**config.mk**
```make
export PLATFORM = sky130hd
export DESIGN_NAME = mem_stage_lsu
export DESIGN_NICKNAME = d
export VERILOG_FILES = /design/src/rtl/mem_stage_lsu_pkg.sv /design/src/rtl/mem_stage_lsu_mem_align.sv /design/src/rtl/mem_stage_lsu.sv
export SDC_FILE = /design/constraint.sdc
export NUM_CORES = 1
export LEC_CHECK = 0
export ABC_AREA = 0
export BUFFER_PORTS_ARGS = -buffer_cell sky130_fd_sc_hd__buf_2
export CORE_AREA = 5 5 151 153
export CTS_CLUSTER_DIAMETER = 80
export DETAILED_ROUTE_END_ITERATION = 7
export DIE_AREA = 0 0 156 158
export GPL_TIMING_DRIVEN = 0
export PLACE_DENSITY = 0.85
export REMOVE_ABC_BUFFERS = 1
export SYNTH_ARGS = -nofsm -noshare
export SYNTH_HDL_FRONTEND = slang
export SYNTH_SLANG_ARGS = --single-unit
```
**constraint.sdc**
```tcl
create_clock -name clk -period 4.54 [get_ports clk]
set_input_delay 0.908 -clock clk [delete_from_list [all_inputs] [get_ports clk]]
set_output_delay 0.908 -clock clk [all_outputs]
set_load 0.005 [all_outputs]
```
**src/rtl/mem_stage_lsu_pkg.sv**
```systemverilog
// Shared types and constants for the memory-stage load/store unit.
package mem_stage_lsu_pkg;

  typedef logic [63:0] dw_t;
  typedef logic [7:0]  strb_t;

  typedef enum logic [1:0] {
    IDLE = 2'd0,
    REQ  = 2'd1,
    DONE = 2'd2
  } lsu_state_t;

  localparam logic [2:0] F3_B  = 3'b000;
  localparam logic [2:0] F3_H  = 3'b001;
  localparam logic [2:0] F3_W  = 3'b010;
  localparam logic [2:0] F3_D  = 3'b011;
  localparam logic [2:0] F3_BU = 3'b100;
  localparam logic [2:0] F3_HU = 3'b101;
  localparam logic [2:0] F3_WU = 3'b110;

  // Offset bits that must be zero for a naturally aligned access of size 2**sz bytes.
  function automatic logic [2:0] off_mask(input logic [1:0] sz);
    case (sz)
      2'b00:   return 3'b000;
      2'b01:   return 3'b001;
      2'b10:   return 3'b011;
      default: return 3'b111;
    endcase
  endfunction

endpackage

```
**src/rtl/mem_stage_lsu_mem_align.sv**
```systemverilog
// Combinational lane steering: store replication/shift and strobes, load extract/extend,
// and natural-alignment check.
module mem_align
  import mem_stage_lsu_pkg::*;
(
  input  logic [2:0] funct3,
  input  logic [2:0] off,
  input  dw_t        st_data,
  input  dw_t        rd_data,
  output dw_t        wdata,
  output strb_t      strb,
  output dw_t        ld_data,
  output logic       misaligned
);

  logic [1:0] sz;
  logic [5:0] sh;
  dw_t        st_repl;
  dw_t        rd_lane;

  assign sz = funct3[1:0];
  assign sh = {off, 3'b000};

  // Replicate the low 'size' bytes of the store data across the doubleword.
  genvar gi;
  generate
    for (gi = 0; gi < 8; gi++) begin : g_repl
      assign st_repl[gi*8 +: 8] = (sz == 2'b00) ? st_data[7:0] :
                                  (sz == 2'b01) ? st_data[(gi%2)*8 +: 8] :
                                  (sz == 2'b10) ? st_data[(gi%4)*8 +: 8] :
                                                  st_data[gi*8 +: 8];
    end
  endgenerate

  assign wdata = st_repl << sh;

  always_comb begin
    strb = '0;
    case (sz)
      2'b00:   strb = strb_t'(8'h01 << off);
      2'b01:   strb = strb_t'(8'h03 << off);
      2'b10:   strb = strb_t'(8'h0F << off);
      default: strb = 8'hFF;
    endcase
  end

  assign rd_lane = rd_data >> sh;

  always_comb begin
    ld_data = '0;
    case (funct3)
      F3_B:    ld_data = {{56{rd_lane[7]}},  rd_lane[7:0]};
      F3_H:    ld_data = {{48{rd_lane[15]}}, rd_lane[15:0]};
      F3_W:    ld_data = {{32{rd_lane[31]}}, rd_lane[31:0]};
      F3_D:    ld_data = rd_lane;
      F3_BU:   ld_data = {56'd0, rd_lane[7:0]};
      F3_HU:   ld_data = {48'd0, rd_lane[15:0]};
      F3_WU:   ld_data = {32'd0, rd_lane[31:0]};
      default: ld_data = '0;
    endcase
  end

  assign misaligned = |(off & off_mask(sz));

endmodule

```
**src/rtl/mem_stage_lsu.sv**
```systemverilog
// Memory-stage LSU: issues one load/store per instruction over a req/ack data-memory port,
// stalling upstream stages until the access completes.
module mem_stage_lsu
  import mem_stage_lsu_pkg::*;
#(
  parameter int XLEN      = 64,
  parameter int DM_ADDR_W = 32
) (
  input  logic                 clk,
  input  logic                 rst,
  input  logic                 valid_M,
  input  logic                 mem_read_M,
  input  logic                 mem_write_M,
  input  logic [2:0]           funct3_M,
  input  logic [XLEN-1:0]      alu_out_M,
  input  logic [XLEN-1:0]      rs2_data_M,
  output logic                 dm_req,
  output logic                 dm_we,
  output logic [DM_ADDR_W-1:0] dm_addr,
  output logic [63:0]          dm_wdata,
  output logic [7:0]           dm_strb,
  input  logic                 dm_ack,
  input  logic [63:0]          dm_rdata,
  output logic                 stall_M,
  output logic [XLEN-1:0]      load_data_M,
  output logic                 exc_M
);

  lsu_state_t           state_reg, state_next;
  logic                 req_reg;
  logic                 we_reg;
  logic [DM_ADDR_W-1:0] addr_reg;
  dw_t                  wdata_reg;
  strb_t                strb_reg;
  dw_t                  load_reg;
  logic [2:0]           f3_reg;
  logic [2:0]           off_reg;

  logic                 acc;
  logic                 illegal;
  logic                 misaligned;
  logic                 exc_raw;
  logic                 accept;
  logic                 stall_raw;
  logic                 capture;
  logic [2:0]           align_f3;
  logic [2:0]           align_off;
  dw_t                  align_wdata;
  dw_t                  align_ld;
  strb_t                align_strb;
  logic                 unused_addr_hi;

  assign unused_addr_hi = ^alu_out_M[XLEN-1:DM_ADDR_W];

  assign acc     = valid_M & (mem_read_M | mem_write_M);
  // A set read bit wins, so the access is a load whenever mem_read_M is high.
  assign illegal = mem_read_M ? (funct3_M == 3'b111) : funct3_M[2];
  assign exc_raw = (state_reg == IDLE) & acc & (misaligned | illegal);
  assign accept  = (state_reg == IDLE) & acc & ~(misaligned | illegal);
  assign capture = (state_reg == REQ) & dm_ack & ~we_reg;

  // Outside IDLE the E->M inputs are frozen, but the registered copies make the
  // load extract independent of that.
  assign align_f3  = (state_reg == IDLE) ? funct3_M       : f3_reg;
  assign align_off = (state_reg == IDLE) ? alu_out_M[2:0] : off_reg;

  mem_align u_align (
    .funct3     (align_f3),
    .off        (align_off),
    .st_data    (rs2_data_M),
    .rd_data    (dm_rdata),
    .wdata      (align_wdata),
    .strb       (align_strb),
    .ld_data    (align_ld),
    .misaligned (misaligned)
  );

  always_comb begin
    state_next = state_reg;
    stall_raw  = 1'b0;
    case (state_reg)
      IDLE: begin
        if (accept) begin
          state_next = REQ;
          stall_raw  = 1'b1;
        end
      end
      REQ: begin
        stall_raw = 1'b1;
        if (dm_ack) begin
          state_next = DONE;
        end
      end
      DONE: begin
        state_next = IDLE;
      end
      default: begin
        state_next = IDLE;
      end
    endcase
  end

  always_ff @(posedge clk or negedge rst) begin
    if (!rst) begin
      state_reg <= IDLE;
      req_reg   <= 1'b0;
      we_reg    <= 1'b0;
      addr_reg  <= '0;
      wdata_reg <= '0;
      strb_reg  <= '0;
      load_reg  <= '0;
      f3_reg    <= '0;
      off_reg   <= '0;
    end else begin
      state_reg <= state_next;
      if (accept) begin
        req_reg   <= 1'b1;
        we_reg    <= ~mem_read_M;
        addr_reg  <= {alu_out_M[DM_ADDR_W-1:3], 3'b000};
        wdata_reg <= mem_read_M ? '0 : align_wdata;
        strb_reg  <= mem_read_M ? '0 : align_strb;
        f3_reg    <= funct3_M;
        off_reg   <= alu_out_M[2:0];
      end else if ((state_reg == REQ) && dm_ack) begin
        req_reg <= 1'b0;
      end
      if (capture) begin
        load_reg <= align_ld;
      end
    end
  end

  assign dm_req      = req_reg;
  assign dm_we       = we_reg;
  assign dm_addr     = addr_reg;
  assign dm_wdata    = wdata_reg;
  assign dm_strb     = strb_reg;
  assign load_data_M = load_reg;
  assign stall_M     = rst & stall_raw;
  assign exc_M       = rst & exc_raw;

endmodule

```
; Word level (Yosys, flattened, before mapping)
; Cells that the tools add are included.
[op_classes]
muxes = 32
reduce_logical = 7
eq_ne = 12
bitwise_logic = 14
shifts = 5
[ops]
columns = operator, count
row1 = case mux 64 bit (7 select lines), 1
row2 = two-way mux 8 bit, 18
row3 = two-way mux 64 bit, 1
row4 = left shift 64 x 6 -> 64 bit, 1
row5 = right shift 64 x 6 -> 64 bit, 1
row6 = case mux 8 bit (3 select lines), 1
row7 = == test 3 bit (second input constant), 4
row8 = case mux 3 bit (3 select lines), 1
row9 = bitwise AND 1 bit, 8
row10 = left shift 1 x 3 -> 8 bit (first input constant), 1
row11 = left shift 2 x 3 -> 8 bit (first input constant), 1
row12 = left shift 4 x 3 -> 8 bit (first input constant), 1
row13 = == test 3 x 2 -> 1 bit (second input constant), 2
row14 = two-way mux 3 bit, 2
row15 = == test 2 x 1 -> 1 bit (second input constant), 2
row16 = logical NOT 2 bit, 2
row17 = two-way mux 1 bit, 4
row18 = two-way mux 2 bit, 2
row19 = != test 2 bit (second input constant), 2
row20 = case mux 2 bit (2 select lines), 1
row21 = bitwise AND 3 bit, 1
row22 = == test 3 x 1 -> 1 bit (second input constant), 1
row23 = logical NOT 3 bit, 1
row24 = NOT 1 bit, 3
row25 = other kinds (7), 8
[word_totals]
output_inout_bits = 172
in_bits = 201
wordCells = 79
regBits = 175

; Logic depth before layout (Yosys ltp)
[depth]
depth_word = 12
depth_mapped = 15
mapped_depth_nobuf = 11

; Modules after synthesis
; From an unflattened synthesis, not the netlist that was laid out.
[unflattened]
cells_unflattened = 1279
area_unflattened_um2 = 12822.3
[by_module_without_submodules]
columns = module, area_per_inst_um2, seq_area_each_um2, n_inst, cells_each
row1 = mem_stage_lsu, 7460.9, 4379.2, 1, 472
row2 = mem_align, 5361.4, 0.0, 1, 807

; Worst setup path after synthesis
; No wires, ideal clock.
[synth_path]
path_kind = input-to-output
from = in mem_read_M
to = out stall_M
arrival_time_ps = 2418
cell_stages = 8
required_time_ps = 3632
n_path_buf = 2
path_slack_ps = 1214
path_cell_list = clkbuf_1 -> a21boi_0 -> o221a_2 -> o211ai_1 -> nor3_2 -> buf_2 -> nor2_1 -> nor3b_1
[synth_via]
elab_chain_len = 7
word_cells_on_any_way = 10
cone_classes = mux: 3 / bitwise: 7
[synth_lines]
columns = item, line_no
row1 = start: declaration, mem_stage_lsu.sv:12  ; input logic mem_read_M,
row2 = OR 1 bit / two-way mux 1 bit (equally long branches), "mem_stage_lsu.sv:55, mem_stage_lsu.sv:57"
row3 = bitwise AND 1 bit / OR 1 bit (equally long branches), "mem_stage_lsu.sv:55, mem_stage_lsu.sv:59"
row4 = bitwise AND 1 bit / NOT 1 bit (equally long branches), mem_stage_lsu.sv:59  ; assign accept = (state_reg == IDLE) & acc & ~(misaligned | illegal);
row5 = bitwise AND 1 bit (*), mem_stage_lsu.sv:59
row6 = two-way mux 1 bit (*), mem_stage_lsu.sv:83  ; if (accept) begin
row7 = case mux 1 bit (2 select lines) (*), mem_stage_lsu.sv:81  ; case (state_reg)
row8 = bitwise AND 1 bit (*), mem_stage_lsu.sv:139  ; assign stall_M = rst & stall_raw;
row9 = end: declaration, mem_stage_lsu.sv:24  ; output logic stall_M,
; Mark *: on every way between the ends. The rest lies on a longest branch, timed or not.

; Worst setup path in the final report
[layout_path]
from = reg state_reg[0]
to = out stall_M
[layout_via]
elab_chain_len = 12
word_cells_on_any_way = 17
cone_classes = eq/ne: 3 / mux: 5 / bitwise: 6 / reduce/logical: 3
[layout_lines]
columns = item, line_no
row1 = start: declaration, mem_stage_lsu.sv:29  ; lsu_state_t state_reg, state_next;
row2 = start signal: assignment, mem_stage_lsu.sv:115  ; state_reg <= state_next;
row3 = logical NOT 2 bit, --
row4 = two-way mux 3 bit, mem_stage_lsu.sv:64  ; assign align_f3 = (state_reg == IDLE) ? funct3_M : f3_reg;
row5 = "== test 2 bit, or another cell as far along", --
row6 = case mux 3 bit (3 select lines), mem_stage_lsu_pkg.sv:23  ; case (sz)
row7 = bitwise AND 3 bit, mem_stage_lsu_mem_align.sv:63  ; assign misaligned = |(off & off_mask(sz));
row8 = OR reduction 3 bit, mem_stage_lsu_mem_align.sv:63
row9 = OR 1 bit, mem_stage_lsu.sv:59
row10 = NOT 1 bit, mem_stage_lsu.sv:59
row11 = bitwise AND 1 bit, mem_stage_lsu.sv:59
row12 = two-way mux 1 bit, mem_stage_lsu.sv:83
row13 = case mux 1 bit (2 select lines) (*), mem_stage_lsu.sv:81
row14 = bitwise AND 1 bit (*), mem_stage_lsu.sv:139
; Marked as above.

==> results.json <==
{
  "status": "complete, no violations",
  "clock_latency_ns": 0.44,
  "dieArea_um2": 24650,
  "drive_gt1_share_pct": 30.24,
  "synthesis.area_um2": 11610,
  "synth_seq_cells": 175,
  "final.min_clock_period_ns": 4.243,
  "initialDrtViolationCount": 1335,
  "netlist_instances": 1371,
  "ys_types": 75,
  "io_pins": 373,
  "wl_met2_mm": 20.54,
  "gp_routability_congestion": 0.9141,
  "cts_tree": "done",
  "fmax_ghz": 0.2357,
  "worstPathArrival_ns": 3.33,
  "chipHeight_um": 158,
  "crit_top_cell": "nand2_1",
  "critical_path_class": "reg -> out",
  "start_util_pct": 54.23,
  "layout_common_cells": "buf_2, nand2_1, dfrtp_1",
  "slowest_delay_ns": 0.56,
  "postLayoutSetupSlackWorst_ns": 0.2970,
  "fillers": 1742,
  "grt.total_usage_pct": 35.03,
  "worst-path-max-fanout": 22,
  "fin_skew_ns": 0.01436,
  "grt_pass1_vias": 12370,
  "cpMaxStageDelayCell": "dfrtp_2",
  "cts_root_buffer": "clkbuf_16",
  "synth_edf_count": 0,
  "crit_chain": "or2_1, nand2_1, nand2_1, inv_1, ha_4, clkinvlp_4, o21ai_0, o211ai_1, nor3_4, buf_16, nor2_1, nor3b_1, buf_2",
  "cp-end-kind": "output port",
  "wl_per_cell_um": 23.21,
  "finalCritPeriodShare_pct": 93.46,
  "finish.instance_area_um2": 14320,
  "grt_max_degree": 91,
  "async_flop_share_pct": 100.0,
  "power_density_nw_per_um2": 699.3,
  "grt_setup_unrepaired": "false",
  "grt_first_pass_wirelength_mm": 67.88,
  "mostFrequentLayoutCell": "buf_2",
  "p_leak_nw": 6.758,
  "final_max_slew_viol_count": 0,
  "pre_cts_slack_ns": -1.300,
  "final_antenna_net_count": 0,
  "stdcell_count": 1922,
  "cts.clk_slew.worst_paths_ns": 0.07,
  "ys.flop_type": "dfrtp_1",
  "num_rows": 54,
  "antenna_found_initial": 4,
  "yosys_warnings": 0,
  "synth-seq-area-share_pct": 37.70,
  "setup_violations": 0,
  "clock-sinks": 175,
  "numCtsBuffers": 17,
  "worst_pin_slew_ns": 1.326,
  "hp-class": "reg -> reg",
  "port_buffers": 337,
  "tns_ns": 0,
  "vias_per_cell": 6.584,
  "cts.path.max_buffers": 2,
  "die_x_um": 156,
  "dp_hpwl_mm": 30.29,
  "highest_layer": "met5",
  "drv_cap": 0,
  "core_area_um2": 21420,
  "wirelength_mm": 44.60,
  "drc": 0,
  "placed_cell_area_um2": 13620,
  "dpl.cell_count": 1880,
  "hold_violations": 0,
  "r2r_slack_ns": 0.35,
  "finalPower_mw": 10.01,
  "grt_overflow_total": 0,
  "crit_required_ns": 3.63,
  "relSlewSlack_pct": 11.30,
  "drt_first_pass_iters": 8,
  "vias": 12660,
  "htree_levels": 4,
  "drt-met1-wl_mm": 16.33,
  "final_nets": 1833,
  "start_kind": "flip-flop",
  "avgSynthCellArea_um2": 8.472,
  "syn2layout_area_growth_pct": 23.26,
  "wl_met3_mm": 5.567,
  "ir_drop_uv": 427.1
}
## metrics by stage
step	utilization, %	hold slack, ns
floorplan	-	0.4436
global placement	60.80	0.4529
detailed placement	63.57	0.4564
CTS	66.71	0.4743
global route	66.84	0.4900
finish	66.84	0.4720
## worst max-delay path, delay by kind of cell, from the launching register on
kind,cells,cell delay (ns)
fa+ha+maj,1,0.22
buf+inv,4,0.60
compound gates,2,0.40
simple gates,6,1.12
flops,1,0.56
## path summary, 6_finish.rpt
path / from / endpoint / depth (start not counted)
worst max-delay path: state_reg[0]$_DFFE_PN0P_ / stall_M / 13
worst min-delay path: dm_addr[5]$_DFFE_PN0P_ / dm_addr[5]$_DFFE_PN0P_ / 2
worst max register to register: state_reg[0]$_DFFE_PN0P_ / load_data_M[21]$_DFFE_PN0P_ / 8
worst min register to register: dm_addr[5]$_DFFE_PN0P_ / dm_addr[5]$_DFFE_PN0P_ / 2
max in group asynchronous: rst / off_reg[2]$_DFFE_PN0P_ / 2
min in group asynchronous: rst / load_data_M[60]$_DFFE_PN0P_ / 1
## power by group
part | leakage [nW] | internal (mW) | switching (mW) | total, mW
clock | 0.298 | 0.756 | 0.780 | 1.54
sequential | 2.31 | 2.09 | 0.363 | 2.45
combinational | 4.15 | 2.31 | 3.71 | 6.02
total | 6.76 | 5.16 | 4.85 | 10.0
## cells by family after synthesis
| logic type | after synthesis | share of synthesized area [%] |
|---|---|---|
| compound gates | 532 | 30.86 |
| simple gates | 418 | 15.61 |
| flops | 175 | 37.70 |
| buf+inv | 142 | 5.806 |
| mux | 98 | 9.447 |
| fa+ha+maj | 5 | 0.5386 |
| other cells | 1 | 0.03229 |
## metal layers
metal  global-route usage [%]  vias to the layer above
met5                        0                        -
met4                    17.26                        2
met2                    56.03                      955
met3                    8.939                      162
met1                    44.39                     5951
li1                         -                     5585
## synth_stat cells (all sizes together), types with 8 or more instances
library cell / number / area [um^2]
nand2: 292 / 1104
dfrtp: 175 / 4379
a21oi: 154 / 845.8
o21ai: 124 / 624.4
buf: 69 / 400.4
mux2i: 68 / 680.7
clkbuf: 63 / 236.5
nor2: 52 / 212.7
a221oi: 29 / 266.5
a31oi: 28 / 190.2
mux2: 23 / 259.0
a22o: 22 / 192.7
nand3: 22 / 120.1
o211ai: 20 / 150.1
a22oi: 19 / 142.6
o22ai: 17 / 106.4
a211oi: 16 / 125.1
o221ai: 14 / 122.6
and3: 11 / 68.82
inv: 10 / 37.54
o21a: 9 / 67.56
a32oi: 8 / 77.58
o41ai: 8 / 70.07
## repair_timing
action / 4_1_cts / 5_1_grt
setup buffers: 4 / 3
gates resized for setup: 5 / 0
pin swaps: 2 / 1
hold buffers: 0 / 0
cloned: 1 / 0
setup endpoints to repair: 97 / 1
## cell type report
cell class | count | area, um^2 | share of cell area, %
clock inverter | 15 | 186.4 | 1.302
inverter | 10 | 41.29 | 0.2884
sequential | 175 | 4382 | 30.61
timing repair buffer | 366 | 2238 | 15.64
multi-input combinational | 1056 | 6683 | 46.68
tap | 280 | 350.3 | 2.447
clock buffer | 17 | 425.4 | 2.972
antenna | 2 | 5.005 | 0.03496
timing repair inverter | 1 | 5.005 | 0.03496
(Power assumes the default switching activity.)
